<file path="src/rtl/card_board.sv">
// card_board: owns the 10-slot card board read by the cursor/adder selector.
// Deals pseudo-random cards (1..9) from an 8-bit LFSR, accepts two-slot picks,
// writes the mod-10 sum back into the board, keeps a saturating score of pairs
// that summed to ten, and flags game end.
//
// Ports:
//   clk, rst_n          clock, asynchronous active-low reset
//   start, num          deal a new board with num (clamped 1..5) columns per row
//   pick_valid/slot     slot pick from the selector; pick_ready shows acceptance
//   status[39:0]        board, slot s at status[4s+:4], 0 = empty
//   sel_index           first pick held, 4'hF when none
//   sum_value/sum_valid last combine result and its one-cycle strobe
//   score               saturating count of ten-sums
//   busy                dealing in progress
//   game_over           fewer than two nonempty slots on a dealt board
module card_board #(
  parameter logic [7:0] SEED    = 8'hA5,
  parameter int         SCORE_W = 8
) (
  input  logic               clk,
  input  logic               rst_n,
  input  logic               start,
  input  logic [2:0]         num,
  input  logic               pick_valid,
  input  logic [3:0]         pick_slot,
  output logic               pick_ready,
  output logic [39:0]        status,
  output logic [3:0]         sel_index,
  output logic [3:0]         sum_value,
  output logic               sum_valid,
  output logic [SCORE_W-1:0] score,
  output logic               busy,
  output logic               game_over
);

  typedef enum logic [1:0] {NOBOARD, DEAL, IDLE, HELD} state_t;

  state_t          state;
  logic [7:0]      lfsr;
  logic [2:0]      n_r;
  logic [3:0]      deal_idx;
  logic [9:0][3:0] board;

  assign status = board;

  // Column count clamp applied when start is accepted
  logic [2:0] n_clamp;
  always_comb begin
    if (num == 3'd0)     n_clamp = 3'd1;
    else if (num > 3'd5) n_clamp = 3'd5;
    else                 n_clamp = num;
  end

  // Card from the low LFSR nibble, folded into 1..9
  logic [3:0] card;
  always_comb begin
    if (lfsr[3:0] == 4'd0)     card = 4'd1;
    else if (lfsr[3:0] > 4'd9) card = lfsr[3:0] - 4'd6;
    else                       card = lfsr[3:0];
  end

  // Deal order: row 0 columns first, then row 1 (slot 5 onward)
  logic [3:0] deal_slot;
  logic       deal_last;
  always_comb begin
    if (deal_idx < {1'b0, n_r}) deal_slot = deal_idx;
    else                        deal_slot = deal_idx - {1'b0, n_r} + 4'd5;
    deal_last = (deal_idx == ({n_r, 1'b0} - 4'd1));
  end

  // Board widened to 16 entries so out-of-range pick slots read as empty
  logic [15:0][3:0] board16;
  always_comb begin
    board16       = '0;
    board16[9:0]  = board;
  end

  logic [3:0] pick_card, held_card;
  logic       pick_active, pick_ok;
  assign pick_card   = board16[pick_slot];
  assign held_card   = board16[sel_index];
  assign pick_active = (pick_slot < {1'b0, n_r}) ||
                       ((pick_slot >= 4'd5) && (pick_slot < 4'd5 + {1'b0, n_r}));
  assign pick_ok     = pick_valid && pick_active && (pick_card != 4'd0);

  // Mod-10 combine of held card and picked card
  logic [4:0] sum5;
  logic [3:0] r_card;
  always_comb begin
    sum5 = {1'b0, held_card} + {1'b0, pick_card};
    if (sum5 >= 5'd10) r_card = 4'(sum5 - 5'd10);
    else               r_card = sum5[3:0];
  end

  // Game end looks at the board as it stands now, so it lags the update by one
  logic [3:0] filled;
  logic       go_next;
  always_comb begin
    filled = '0;
    for (int i = 0; i < 10; i++) filled = filled + {3'b0, |board[i]};
    go_next = ((state == IDLE) || (state == HELD)) && !start && (filled < 4'd2);
  end

  always_ff @(posedge clk or negedge rst_n) begin
    if (!rst_n) begin
      state      <= NOBOARD;
      lfsr       <= SEED;
      n_r        <= 3'd1;
      deal_idx   <= '0;
      board      <= '0;
      sel_index  <= 4'hF;
      sum_value  <= '0;
      sum_valid  <= 1'b0;
      score      <= '0;
      busy       <= 1'b0;
      pick_ready <= 1'b0;
      game_over  <= 1'b0;
    end else begin
      // x^8+x^6+x^5+x^4+1, free-running
      lfsr      <= {lfsr[6:0], lfsr[7] ^ lfsr[5] ^ lfsr[4] ^ lfsr[3]};
      sum_valid <= 1'b0;
      game_over <= go_next;
      if (start) begin
        // Restart wins over everything, including a deal in flight
        state      <= DEAL;
        n_r        <= n_clamp;
        deal_idx   <= '0;
        board      <= '0;
        score      <= '0;
        sel_index  <= 4'hF;
        busy       <= 1'b1;
        pick_ready <= 1'b0;
      end else begin
        case (state)
          DEAL: begin
            board[deal_slot] <= card;
            deal_idx         <= deal_idx + 4'd1;
            if (deal_last) begin
              state      <= IDLE;
              busy       <= 1'b0;
              pick_ready <= 1'b1;
            end
          end
          IDLE: if (pick_ok) begin
            sel_index <= pick_slot;
            state     <= HELD;
          end
          HELD: begin
            if (pick_valid && (pick_slot == sel_index)) begin
              sel_index <= 4'hF;
              state     <= IDLE;
            end else if (pick_ok) begin
              board[sel_index] <= 4'd0;
              board[pick_slot] <= r_card;
              sum_value        <= r_card;
              sum_valid        <= 1'b1;
              if ((r_card == 4'd0) && (score != {SCORE_W{1'b1}}))
                score <= score + 1'b1;
              sel_index <= 4'hF;
              state     <= IDLE;
            end
          end
          default: ;
        endcase
      end
    end
  end

endmodule

</file>
<file path="config.mk">
export PLATFORM = sky130hd
export DESIGN_NAME = card_board
export DESIGN_NICKNAME = d
export VERILOG_FILES = /design/src/rtl/card_board.sv
export SDC_FILE = /design/constraint.sdc
export NUM_CORES = 1
export LEC_CHECK = 0
export ABC_AREA = 1
export CAP_MARGIN = 20
export CORE_MARGIN = 5
export CORE_UTILIZATION = 30
export DETAILED_ROUTE_END_ITERATION = 10
export SYNTH_ARGS = -nofsm -noshare
export SYNTH_HDL_FRONTEND = slang
export SYNTH_SLANG_ARGS = --single-unit
</file>
<file path="constraint.sdc">
create_clock -name clk -period 8.75 [get_ports clk]
set_clock_uncertainty 0.15 [all_clocks]
set_input_delay 1.75 -clock clk [delete_from_list [all_inputs] [get_ports clk]]
set_output_delay 1.75 -clock clk [all_outputs]
set_load 0.01 [all_outputs]
</file>
* After elaboration in Yosys (flattened, before gate mapping)
Index checks and enable logic that the tools add are counted.
** Word-level totals
- Bits in registers :: 77
- Bits in latches :: 0
- RAM bits :: 0
- Bits in read-only memories :: 0
- Output and inout bits :: 60
- Word-level logic and storage cells :: 163
- Memories kept :: 0
** Operators by class
- $add $sub $neg :: 18
- $mul :: 0
- Divide/modulo/power cells :: 0
- Order comparisons :: 14
- Eq/ne operators :: 12
- Shift operators :: 0
- Muxes and demuxes :: 50
- Bitwise operators :: 7
- Reduce and logical (&&, ||, !) cells :: 41
** Operator list (number)
- 2-to-1 mux 40 bit :: 3
- bitwise mux 40 bit :: 2
- case mux 40 bit (2 select lines) :: 1
- 2-to-1 mux 4 bit :: 15
- demux 4 bit (select 4 bit) :: 3
- bitwise AND 40 bit :: 1
- 2-to-1 mux 8 bit :: 5
- NOT 40 bit :: 1
- OR reduction 4 bit :: 10
- binary-select mux 4 bit (select 4 bit) :: 2
- adder 4 x 1 -> 4 bit :: 6
- < comparator 4 x 5 -> 1 bit (second input constant) :: 3
- >= comparator 4 x 1 -> 1 bit (second input constant) :: 3
- inequality test 3 bit (second input constant) :: 4
- AND reduction 4 bit :: 3
- logical AND 1 bit :: 10
- 2-to-1 mux 1 bit :: 10
- 2-to-1 mux 2 bit :: 5
- nonzero test 2 bit :: 5
- adder 8 x 1 -> 8 bit (second input constant) :: 1
- equality test 4 bit :: 2
- zero test 4 bit :: 2
- < comparator 4 x 3 -> 1 bit :: 2
- inequality test 8 bit (second input constant) :: 1
- 33 further kinds :: 42

* Longest topological paths before layout
Gate-level depths: netlist of the first run.
- Word-level depth :: 12
- Gate-level depth with buffers :: 24
- Depth with buffers taken out :: 22

* Least setup slack after synthesis of the first run
No wires, ideal clock.
- Path kind :: input -> register
- From :: input pick_slot[0]
- To :: register score[4]
- Arrival time :: 4049 ps
- Required time :: 8482 ps
- Path slack :: 4434 ps
- Stages on the path :: 20
- Path buffers :: 1
- Cells stage by stage :: buf_4 -> nor2_4 -> nand2_4 -> nor2_1 -> nor2_1 -> nand3_2 -> ha_1 -> fa_1 -> inv_1 -> nand3_1 -> nand3_1 -> nand2_1 -> nand2_1 -> nand2_1 -> nor2_1 -> nand2_1 -> nand2_1 -> nand3_2 -> nand2_1 -> nand2_1
** Between the ends
- Longest elaborated chain between the ends :: 9
** Ends and longest elaborated chain
- start, declared :: line 25 : input logic [3:0] pick_slot,
- binary-select mux 4 bit (select 4 bit) :: line 80 : assign pick_card = board16[pick_slot];
- 2-to-1 mux 4 bit (implied by the code) :: line 80
- adder 4 x 4 -> 5 bit :: line 90 : sum5 = {1'b0, held_card} + {1'b0, pick_card};
- subtractor 4 bit / >= comparator 5 x 4 -> 1 bit (equally long branches) :: line 91 : if (sum5 >= 5'd10) r_card = 4'(sum5 - 5'd10);
- 2-to-1 mux 4 bit :: line 91
- zero test 4 bit :: line 157 : if ((r_card == 4'd0) && (score != {SCORE_W{1'b1}}))
- logical AND 1 bit :: line 157
- nonzero test 2 bit (no source line)
- AND reduction 4 bit (no source line) *
- end signal, assigned :: line 158 : score <= score + 1'b1;
- end, declared :: line 31 : output logic [SCORE_W-1:0] score,
Mark *: on every way between the ends. The rest lies on a longest branch, timed or not. The select of a mux whose other input is x is not followed.
A chain may end at the register's enable or synchronous reset.

* Final worst setup path of the first run
- From :: input pick_slot[1]
- To :: register score[1]
Same word-level chain as after synthesis.

==> results of run 1 <==
[cell type report]
class                   count  share of cell area [%]
inverters                 129                    5.99
clock inverters             6                   0.510
flip-flops and latches     77                    24.0
multi-input cells         831                    52.0
clock buffers              10                    2.83
repair buffers             80                    10.3
well taps                 285                    4.41
[cell usage in the layout, fill, tap and decap left out, drive strengths merged]
cell type      instances
a211oi                 2
a21boi                 2
a21o                   1
a21oi                 30
a221o                  4
a22oi                 23
a31o                   1
a31oi                  4
and3                   1
buf                   11
clkbuf                10
clkdlybuf4s50         69
clkinv                 3
clkinvlp               3
dfrtp                 68
dfstp                  9
fa                     8
ha                    22
inv                  129
nand2                408
nand3                131
nand3b                 2
nand4                 12
nor2                  78
nor3                  10
nor3b                  1
nor4                   4
o211ai                 2
o21ai                 58
o221ai                 3
o22ai                  7
o31ai                  2
or4                    3
xnor2                  5
xor2                   7
[how the worst max path moves through the flow]
stage	startpoint	end	slack [ns]	cells after the start
2_1_floorplan	pick_slot[0]	score[4]$_DFFE_PN0P_	4.43	20
3_3_place_gp	pick_slot[0]	score[2]$_DFFE_PN0P_	2.32	21
3_5_place_dp	pick_slot[0]	score[1]$_DFFE_PN0P_	2.13	21
4_1_cts	pick_slot[0]	score[1]$_DFFE_PN0P_	2.50	21
5_1_grt	pick_slot[1]	score[5]$_DFFE_PN0P_	2.52	20
6_report	pick_slot[1]	score[1]$_DFFE_PN0P_	2.90	20
[stage by stage]
stage	hold slack, ns	power, mW	util [%]	worst slack (ns)	cells
floorplan	0.183	1.88	-	4.43	1073
global placement	0.185	2.51	34.3	2.32	1398
detailed placement	0.193	2.55	34.3	2.13	1398
CTS	0.209	2.91	35.5	2.50	1414
global route	0.216	3.23	36.0	2.52	1418
finish	0.204	2.94	36.0	2.90	1418
[sequential cells by signal, indices dropped and copies added (netlist names), 2 cells and up]
signal     cells
status        40
n_r            3
score          8
deal_idx       4
lfsr           8
state          2
sel_index      4
sum_value      4
[power by group]
group          total (mW)  internal [mW]  switching [mW]
clock network       0.353          0.192           0.161
logic                1.92          0.741            1.17
registers           0.675          0.472           0.203
[cells by family after synthesis]
group	after synthesis
simple gates	650
xor+xnor	12
fa+ha+maj	30
buf+inv	165
flops	77
compound gates	139
[worst max-delay path, delay by kind of cell]
kind                     cells  cell delay (ns)
adder cells (fa/ha/maj)      2             0.72
AND/OR/NAND/NOR             16             2.38
buffers and inverters        2             1.08
[layer usage]
layer	vias to the layer above	wire [µm]
met2	279	11100
met1	3342	10700
met3	53	1770
met5	-	0
met4	0	790
li1	3602	-
==> results.py, run 1 <==
metrics = {
    "floorplanning": {
        "chipHeight_um": 161,
        "rows": 55,
        "io_pins": 71,
        "coreArea_um2": 22500,
        "start_util_pct": 30.2,
        "die_area_um2": 25800,
        "fp.dieW_um": 161,
    },
    "finish": {
        "drive_gt1_share_pct": 6.09,
        "regArea_um2": 1940,
        "nFillCells": 2430,
        "multi_input_area_um2": 4200,
        "syn2layout_area_growth_pct": 19.0,
        "nNetsFinal": 1169,
        "stdcell_area_um2": 8090,
        "diodes": 0,
    },
    "setup_path": {
        "cp_slowest_stage_delay_ns": 0.97,
        "required_ns": 8.85,
        "path_cells": "clkdlybuf4s50_1, nor2_1, nand2_2, nor2_1, nor2_1, nand3_2, ha_1, fa_1, inv_1, nand3_1, nand3_1, nand2_1, nand2_1, nand2_1, nor2_1, nand2_1, nand2_1, nand3_2, nand2_1, nand2_1",
        "crit_path_end_kind": "flop",
        "critPathArrivalTime_ns": 5.94,
        "worstSetupPathType": "input port to flop",
        "worst_path_max_delay_cell": "clkdlybuf4s50_1",
        "r2r-start": "sel_index[0]$_DFFE_PN1P_",
        "crit_top_cell": "nand2_1",
        "r2r-end": "score[1]$_DFFE_PN0P_",
        "path_max_fanout": 16,
        "r2r_setup_slack_ns": 3.85,
        "r2r_cells": 19,
        "start_kind": "input port",
    },
    "logic_synthesis": {
        "synthTopCellsByArea": "dfrtp_1 25%, nand2_1 22%, nand3_1 9.3%",
        "synth-simple-area-share_pct": 41.2,
        "ys_seq_elements": 77,
        "ys_types": 47,
        "synth.avg_cell_area_um2": 6.33,
        "synth_edf_count": 0,
        "synth_top_cell_by_area": "dfrtp_1",
        "synthMuxAreaShare_pct": 0,
        "syn-cell-area_um2": 6800,
        "seq_area_frac_synth_pct": 28.5,
        "synth_nets": 1114,
        "synth_common_cells": "400 x nand2_1, 126 x nand3_1, 125 x inv_1",
        "synthAdderAreaFrac_pct": 6.41,
        "synth-main-ff-cell": "dfrtp_1",
        "synth_compound_area_share_pct": 12.4,
        "synth_xor_area_share_pct": 1.55,
        "synth.top_cell.area_share_pct": 25.0,
        "syn_inst": 1073,
        "synth_most_common_cell": "nand2_1",
        "synthArstFlopShare_pct": 100,
        "synth_top_family_by_area": "simple AND/OR/NAND/NOR gates",
        "synth-warning-count": 0,
    },
    "routing": {
        "routedWlPerCell_um": 17.2,
        "wl_um": 24400,
        "routed_via_density": 5.13,
        "ant_nets": 0,
        "remaining_drc_errors": 0,
        "via_count": 7276,
        "initialDrtViolationCount": 711,
        "drt_pass1_iterations": 6,
    },
    "power_and_ir_drop": {
        "ir_drop_mv": 0.263,
        "leakagePower_nw": 4.10,
        "power_density_nw_per_um2": 364,
    },
    "grt": {
        "grt_max_degree": 78,
        "top_usage_layer": "met2",
        "grt_usage_pct": 18.8,
        "antenna_found_initial": 0,
        "grt.met1_usage_pct": 24.9,
        "gr-usage-met3_pct": 3.62,
        "grt_pass1_wl_um": 38600,
        "met2_usage_pct": 30.3,
        "grt_pass1_vias": 6974,
        "grt.overflow.total": 0,
    },
    "timing": {
        "slew_violations": 0,
        "max_freq_mhz": 171,
        "max-slew-margin-rel_pct": 22.8,
        "finalCritPeriodShare_pct": 66.8,
        "setup_violations": 0,
        "report.final.hold_viol_count": 0,
        "tns_ns": 0,
        "tightest_slew_ns": 1.15,
        "fin_crit_ns": 5.85,
        "rsz0062_at_grt": "false",
    },
    "clock_network": {
        "insertion_delay_ns": 0.35,
        "clock-sinks": 77,
        "cts_tree": "yes",
        "clk_pin_slew_ns": 0.07,
        "cts_made_buffers": 9,
        "cts_buffer_depth": 2,
        "ctsHoldBuffers": 0,
        "post_cts_buffers": 0,
        "cts-root-buf": "clkbuf_16",
        "h-tree-depth": 3,
        "cts_resized": 0,
    },
    "job": {
        "max_cap_viol_count": 0,
    },
    "hold_path": {
        "min_to": "lfsr[7]$_DFF_PN1_",
        "hold_start": "lfsr[6]$_DFF_PN0_",
        "hold_depth": 0,
        "hp-class": "flop to flop",
    },
    "place": {
        "portBuffers": 70,
        "placed_cell_area_um2": 7730,
        "place.gp.congestion": 0.967,
        "dpl.hpwl_um": 17400,
    },
    "outcome": {
        "status": "finished, final reports clean",
    },
}
Power figures use the tool's default switching activity.
==> inputs of run 2 (changes only) <==
clock period = 4.8 ns   (was 8.75 ns; I/O delays follow)
==> run 2 against run 1 <==
First-iteration DRC count up 15%; via count up 2.9%; non-clock buffer count up 19; setup slack worse by 2.3 ns; cell count up 1.3%; combinational power up 86%; clock power up 120%; final area up 1.9%; sequential cell count unchanged; sequential share of layout area down 0.44 points; utilization up 0.67 points; critical path type unchanged; critical endpoint is now status[26]$_DFFE_PN0P_; largest cell class unchanged; highest routed layer unchanged.
==> results.py, run 2 (synthesized netlist as in run 1, its figures left out) <==
metrics = {
    "outcome": {
        "status": "finished, final reports clean",
    },
    "place": {
        "place.gp.congestion": 0.977,
        "dpl.hpwl_um": 18000,
        "place_inst": 1420,
        "portBuffers": 70,
        "dp_slack_ns": 0.302,
    },
    "finish": {
        "layout_commonest_cell": "nand2_1",
        "nNetsFinal": 1188,
        "layout_common_cells": "400 x nand2_1, 126 x nand3_1, 125 x inv_1, 70 x nor2_1, 69 x clkdlybuf4s50_1",
        "drive_gt1_share_pct": 7.64,
        "diodes": 0,
        "stdcell_count": 1437,
        "largest_reg_flops": 40,
        "syn2layout_area_growth_pct": 21.2,
        "postLayoutCoreUtil_pct": 36.6,
        "nFillCells": 2346,
    },
    "setup_path": {
        "r2r_setup_slack_ns": 0.82,
        "r2r_cells": 10,
        "start_kind": "input port",
        "path_max_fanout": 30,
        "cp.depth": 22,
        "cp.buffers_inverters": 4,
        "cp_slowest_stage_delay_ns": 0.54,
        "crit_top_cell": "nand2_1",
        "required_ns": 4.94,
        "worst_path_max_delay_cell": "fa_1",
        "r2r-end": "game_over$_DFF_PN0_",
        "path_cells": "clkdlybuf4s50_1, buf_4, nor2_4, nand2_4, nor2_1, nor2_1, nand3_2, ha_1, fa_1, inv_1, nand3_1, nand3_1, nand2_1, nand2_1, nand2_1, buf_4, nand2_1, nand2_1, nand2_1, nor2_1, nand3_1, nand2_1",
        "crit_path_end_kind": "flop",
        "worstSetupPathType": "input port to flop",
        "critPathArrivalTime_ns": 4.37,
        "r2r-start": "status[4]$_DFFE_PN0P_",
        "crit_family": "simple AND/OR/NAND/NOR gates",
    },
    "clock_network": {
        "clock-sinks": 77,
        "insertion_delay_ns": 0.35,
        "cts_made_buffers": 9,
        "cts_buffer_depth": 2,
        "clk_pin_slew_ns": 0.07,
        "ctsHoldBuffers": 0,
        "cts_resized": 0,
        "post_cts_buffers": 0,
        "h-tree-depth": 3,
        "cts-root-buf": "clkbuf_16",
        "cts_tree": "yes",
    },
    "power_and_ir_drop": {
        "p_seq_share_pct": 21.9,
        "power_density_nw_per_um2": 675,
        "switching_share_pct": 50.8,
        "netSwitchingPower_mw": 2.83,
        "leakagePower_nw": 4.22,
        "internal-power_mw": 2.74,
        "ir_drop_mv": 0.457,
        "clockPowerShare_pct": 13.7,
        "combinationalPowerShare_pct": 64.4,
    },
    "floorplanning": {
        "start_util_pct": 30.2,
        "rows": 55,
        "io_pins": 71,
        "chipHeight_um": 161,
        "die_area_um2": 25800,
        "coreArea_um2": 22500,
        "fp.dieW_um": 161,
    },
    "routing": {
        "ant_nets": 0,
        "initialDrtViolationCount": 815,
        "remaining_drc_errors": 0,
        "via_count": 7487,
        "wl_met3_um": 1830,
        "wl_um": 24700,
        "drt_pass1_iterations": 7,
        "routed-wl-met2_um": 11400,
        "routed_via_density": 5.21,
        "top_layer_used": "met4",
        "m1WireLength_um": 10700,
        "routedWlPerCell_um": 17.2,
    },
    "timing": {
        "slew_violations": 0,
        "report.final.hold_viol_count": 0,
        "tightest_slew_ns": 0.974,
        "fin_crit_ns": 4.23,
        "finalCritPeriodShare_pct": 88.2,
        "setup_violations": 0,
        "max-slew-margin-rel_pct": 34.7,
        "rsz0062_at_grt": "false",
        "whs_ns": 0.209,
        "worst_slack_ns": 0.566,
        "tns_ns": 0,
        "max_freq_mhz": 236,
    },
    "job": {
        "max_cap_viol_count": 0,
    },
    "grt": {
        "grt_pass1_vias": 6968,
        "grt_usage_pct": 18.9,
        "grt_pass1_wl_um": 39000,
        "grt_max_degree": 78,
        "antenna_found_initial": 0,
        "grt.overflow.total": 0,
    },
    "hold_path": {
        "hold_start": "lfsr[6]$_DFF_PN0_",
        "hp-class": "flop to flop",
        "hold_depth": 0,
        "min_to": "lfsr[7]$_DFF_PN1_",
    },
}
-- run 2: cell types whose count changed in the layout (fill, tap and decap cells not counted), moves of 2 or more --
| cell | previous run | this run |
|---|---|---|
| buf_16 | 3 | 1 |
| buf_4 | 7 | 28 |
| bufinv_16 | 0 | 2 |
| clkinvlp_4 | 3 | 1 |
-- run 2: area by class of cell --
type                            instances  area, µm²  share of cell area (%)
Tap cell                              285        357                    4.33
Multi-Input combinational cell        831       4200                    50.9
Timing Repair Buffer                   99        940                    11.4
Inverter                              129        484                    5.88
Sequential cell                        77       1940                    23.5
Clock inverter                          7       98.8                    1.20
Clock buffer                            9        225                    2.73
-- run 2: worst reg2reg max path: stages, from the launching register on --
cell     delay, ns
dfrtp_1       0.48
or4_1         0.59
fa_1          0.53
fa_1          0.55
inv_1         0.06
fa_1          0.51
a31o_2        0.27
fa_1          0.39
nor4_1        0.24
a21oi_1       0.06
nor2_1        0.09
-- run 2: metal layers --
layer / GRT usage [%] / vias to the layer above
met5: 0 / -
met4: 6.49 / 0
met3: 3.26 / 59
met2: 30.7 / 324
met1: 25.5 / 3476
li1: - / 3628
-- run 2: worst max path at each step --
stage	startpoint	end	slack, ns
after global routing	pick_slot[0]	status[26]$_DFFE_PN0P_	0.30
after CTS	pick_slot[0]	status[26]$_DFFE_PN0P_	0.64
after detailed placement	pick_slot[0]	status[26]$_DFFE_PN0P_	0.30
after floorplan	status[4]$_DFFE_PN0P_	game_over$_DFF_PN0_	1.11
after global placement	pick_slot[0]	status[26]$_DFFE_PN0P_	0.41
final	pick_slot[0]	status[26]$_DFFE_PN0P_	0.57
-- run 2: stage by stage --
stage / total power [mW] / instance area (µm²)
3_5_place_dp: 4.79 / 7890
4_1_cts: 5.57 / 8210
3_3_place_gp: 4.71 / 7880
5_1_grt: 6.09 / 8240
2_1_floorplan: 3.42 / 6800
6_report: 5.56 / 8240
-- run 2: power groups by stage --
stage / clock network, mW / logic, mW / registers, mW
finish: 0.764 / 3.58 / 1.22
global route: 0.803 / 4.03 / 1.25
CTS: 0.778 / 3.58 / 1.21
detailed placement: 0 / 3.56 / 1.22
global placement: 0 / 3.48 / 1.23
floorplan: 0 / 2.25 / 1.17
==> inputs of run 3 (changes only) <==
CTS_BUF_LIST = sky130_fd_sc_hd__clkbuf_4   (was not set)
==> run 3 against run 2 <==
Die area unchanged; cell count unchanged; sequential power about the same; non-clock buffer count unchanged; via count down 0.32%; power down 4.6%; clock power down 36%; critical path depth unchanged.
==> results.py, run 3 (synthesized netlist as in run 1, its figures left out) <==
metrics = {
    "floorplanning": {
        "rows": 55,
        "die_area_um2": 25800,
        "start_util_pct": 30.2,
        "coreArea_um2": 22500,
        "fp.dieW_um": 161,
        "io_pins": 71,
        "chipHeight_um": 161,
    },
    "finish": {
        "largest_reg_flops": 40,
        "layout_commonest_cell": "nand2_1",
        "multi_input_area_um2": 4200,
        "diodes": 0,
        "postLayoutCoreUtil_pct": 35.9,
        "nNetsFinal": 1188,
        "regArea_um2": 1940,
        "nFillCells": 2368,
        "layout_common_cells": "400 x nand2_1, 126 x nand3_1, 125 x inv_1, 70 x nor2_1, 69 x clkdlybuf4s50_1",
        "syn2layout_area_growth_pct": 18.9,
        "stdcell_area_um2": 8080,
        "drive_gt1_share_pct": 7.64,
    },
    "place": {
        "portBuffers": 70,
        "placed_cell_area_um2": 7890,
        "place.gp.congestion": 0.977,
        "dpl.hpwl_um": 18000,
    },
    "clock_network": {
        "cts-root-buf": "clkbuf_4",
        "cts_made_buffers": 9,
        "cts_resized": 0,
        "post_cts_buffers": 0,
        "cts_tree": "yes",
        "cts_buffer_depth": 2,
        "insertion_delay_ns": 0.48,
        "clock-sinks": 77,
        "h-tree-depth": 3,
        "clk_pin_slew_ns": 0.15,
        "ctsHoldBuffers": 0,
    },
    "setup_path": {
        "critPathArrivalTime_ns": 4.35,
        "crit_path_end_kind": "flop",
        "path_max_fanout": 30,
        "required_ns": 5.07,
        "start_kind": "input port",
        "worstSetupPathType": "input port to flop",
    },
    "routing": {
        "initialDrtViolationCount": 702,
        "ant_nets": 0,
        "drt_pass1_iterations": 5,
        "routed_via_density": 5.19,
        "routedWlPerCell_um": 17.1,
        "wl_um": 24600,
        "remaining_drc_errors": 0,
        "via_count": 7463,
    },
    "grt": {
        "grt_max_degree": 78,
        "grt_pass1_wl_um": 39000,
        "grt_usage_pct": 18.9,
        "grt.overflow.total": 0,
        "antenna_found_initial": 0,
        "grt_pass1_vias": 6979,
    },
    "timing": {
        "max-slew-margin-rel_pct": 33.1,
        "rsz0062_at_grt": "false",
        "tns_ns": 0,
        "finalCritPeriodShare_pct": 85.0,
        "slew_violations": 0,
        "fin_crit_ns": 4.08,
        "tightest_slew_ns": 0.997,
        "report.final.hold_viol_count": 0,
        "max_freq_mhz": 245,
        "setup_violations": 0,
    },
    "power_and_ir_drop": {
        "leakagePower_nw": 4.15,
        "power_density_nw_per_um2": 657,
        "ir_drop_mv": 0.441,
    },
    "job": {
        "max_cap_viol_count": 0,
    },
    "outcome": {
        "status": "finished, final reports clean",
    },
    "hold_path": {
        "hp-class": "flop to flop",
    },
}
-- run 3: cell counts in the layout (fill, tap and decap cells not counted) --
Identical to the previous run, type by type.
-- run 3: metrics by stage --
stage               hold slack (ns)  cells  setup slack [ns]  power (mW)
floorplan                     0.183   1073              1.11        3.42
global placement              0.185   1419             0.414        4.71
detailed placement            0.194   1420             0.302        4.79
CTS                           0.229   1436             0.795        5.29
global route                  0.231   1437             0.466        5.81
finish                        0.227   1437             0.721        5.31
-- run 3: where the power goes --
part | internal [mW] | switching [mW]
Combinational | 1.42 | 2.18
Clock | 0.213 | 0.273
Sequential | 0.857 | 0.356
-- run 3: worst max-delay path, stage by stage --
cell             delay, ns
clkdlybuf4s50_1       0.50
buf_4                 0.33
nor2_4                0.09
nand2_4               0.12
nor2_1                0.05
nor2_1                0.13
nand3_2               0.10
ha_1                  0.23
fa_1                  0.54
inv_1                 0.07
nand3_1               0.14
nand3_1               0.14
nand2_1               0.11
nand2_1               0.05
nand2_1               0.11
buf_4                 0.18
nand2_1               0.05
nand2_1               0.07
nand2_1               0.05
nor2_1                0.13
nand3_1               0.10
nand2_1               0.08
-- run 3: path summary, 6_finish.rpt --
kind                                       endpoint  depth (start not counted)  slack [ns]                  start
setup / recovery             status[26]$_DFFE_PN0P_                         22        0.72           pick_slot[0]
hold / removal                    lfsr[7]$_DFF_PN1_                          0        0.23      lfsr[6]$_DFF_PN0_
setup reg to reg                game_over$_DFF_PN0_                         10        0.76  status[4]$_DFFE_PN0P_
hold reg to reg                   lfsr[7]$_DFF_PN1_                          0        0.23      lfsr[6]$_DFF_PN0_
max in group asynchronous  sel_index[0]$_DFFE_PN1P_                          2        3.57                  rst_n
min in group asynchronous      score[2]$_DFFE_PN0P_                          1        0.25                  rst_n
-- run 3: area by class of cell --
cell class | count | share of cell area, %
clock buffer | 9 | 0.836
clock inverter | 7 | 1.22
inverter | 129 | 5.99
multi-input combinational | 831 | 51.9
sequential | 77 | 24.0
tap | 285 | 4.41
timing repair buffer | 99 | 11.6
-- run 3: routing by layer --
metal | share of wire [%] | vias up | wire [µm] | global-route usage [%]
li1 | - | 3629 | - | -
met1 | 44 | 3472 | 10900 | 25.7
met2 | 46 | 307 | 11400 | 30.6
met3 | 6.5 | 55 | 1600 | 3.00
met4 | 2.9 | 0 | 717 | 6.45
met5 | 0 | - | 0 | 0
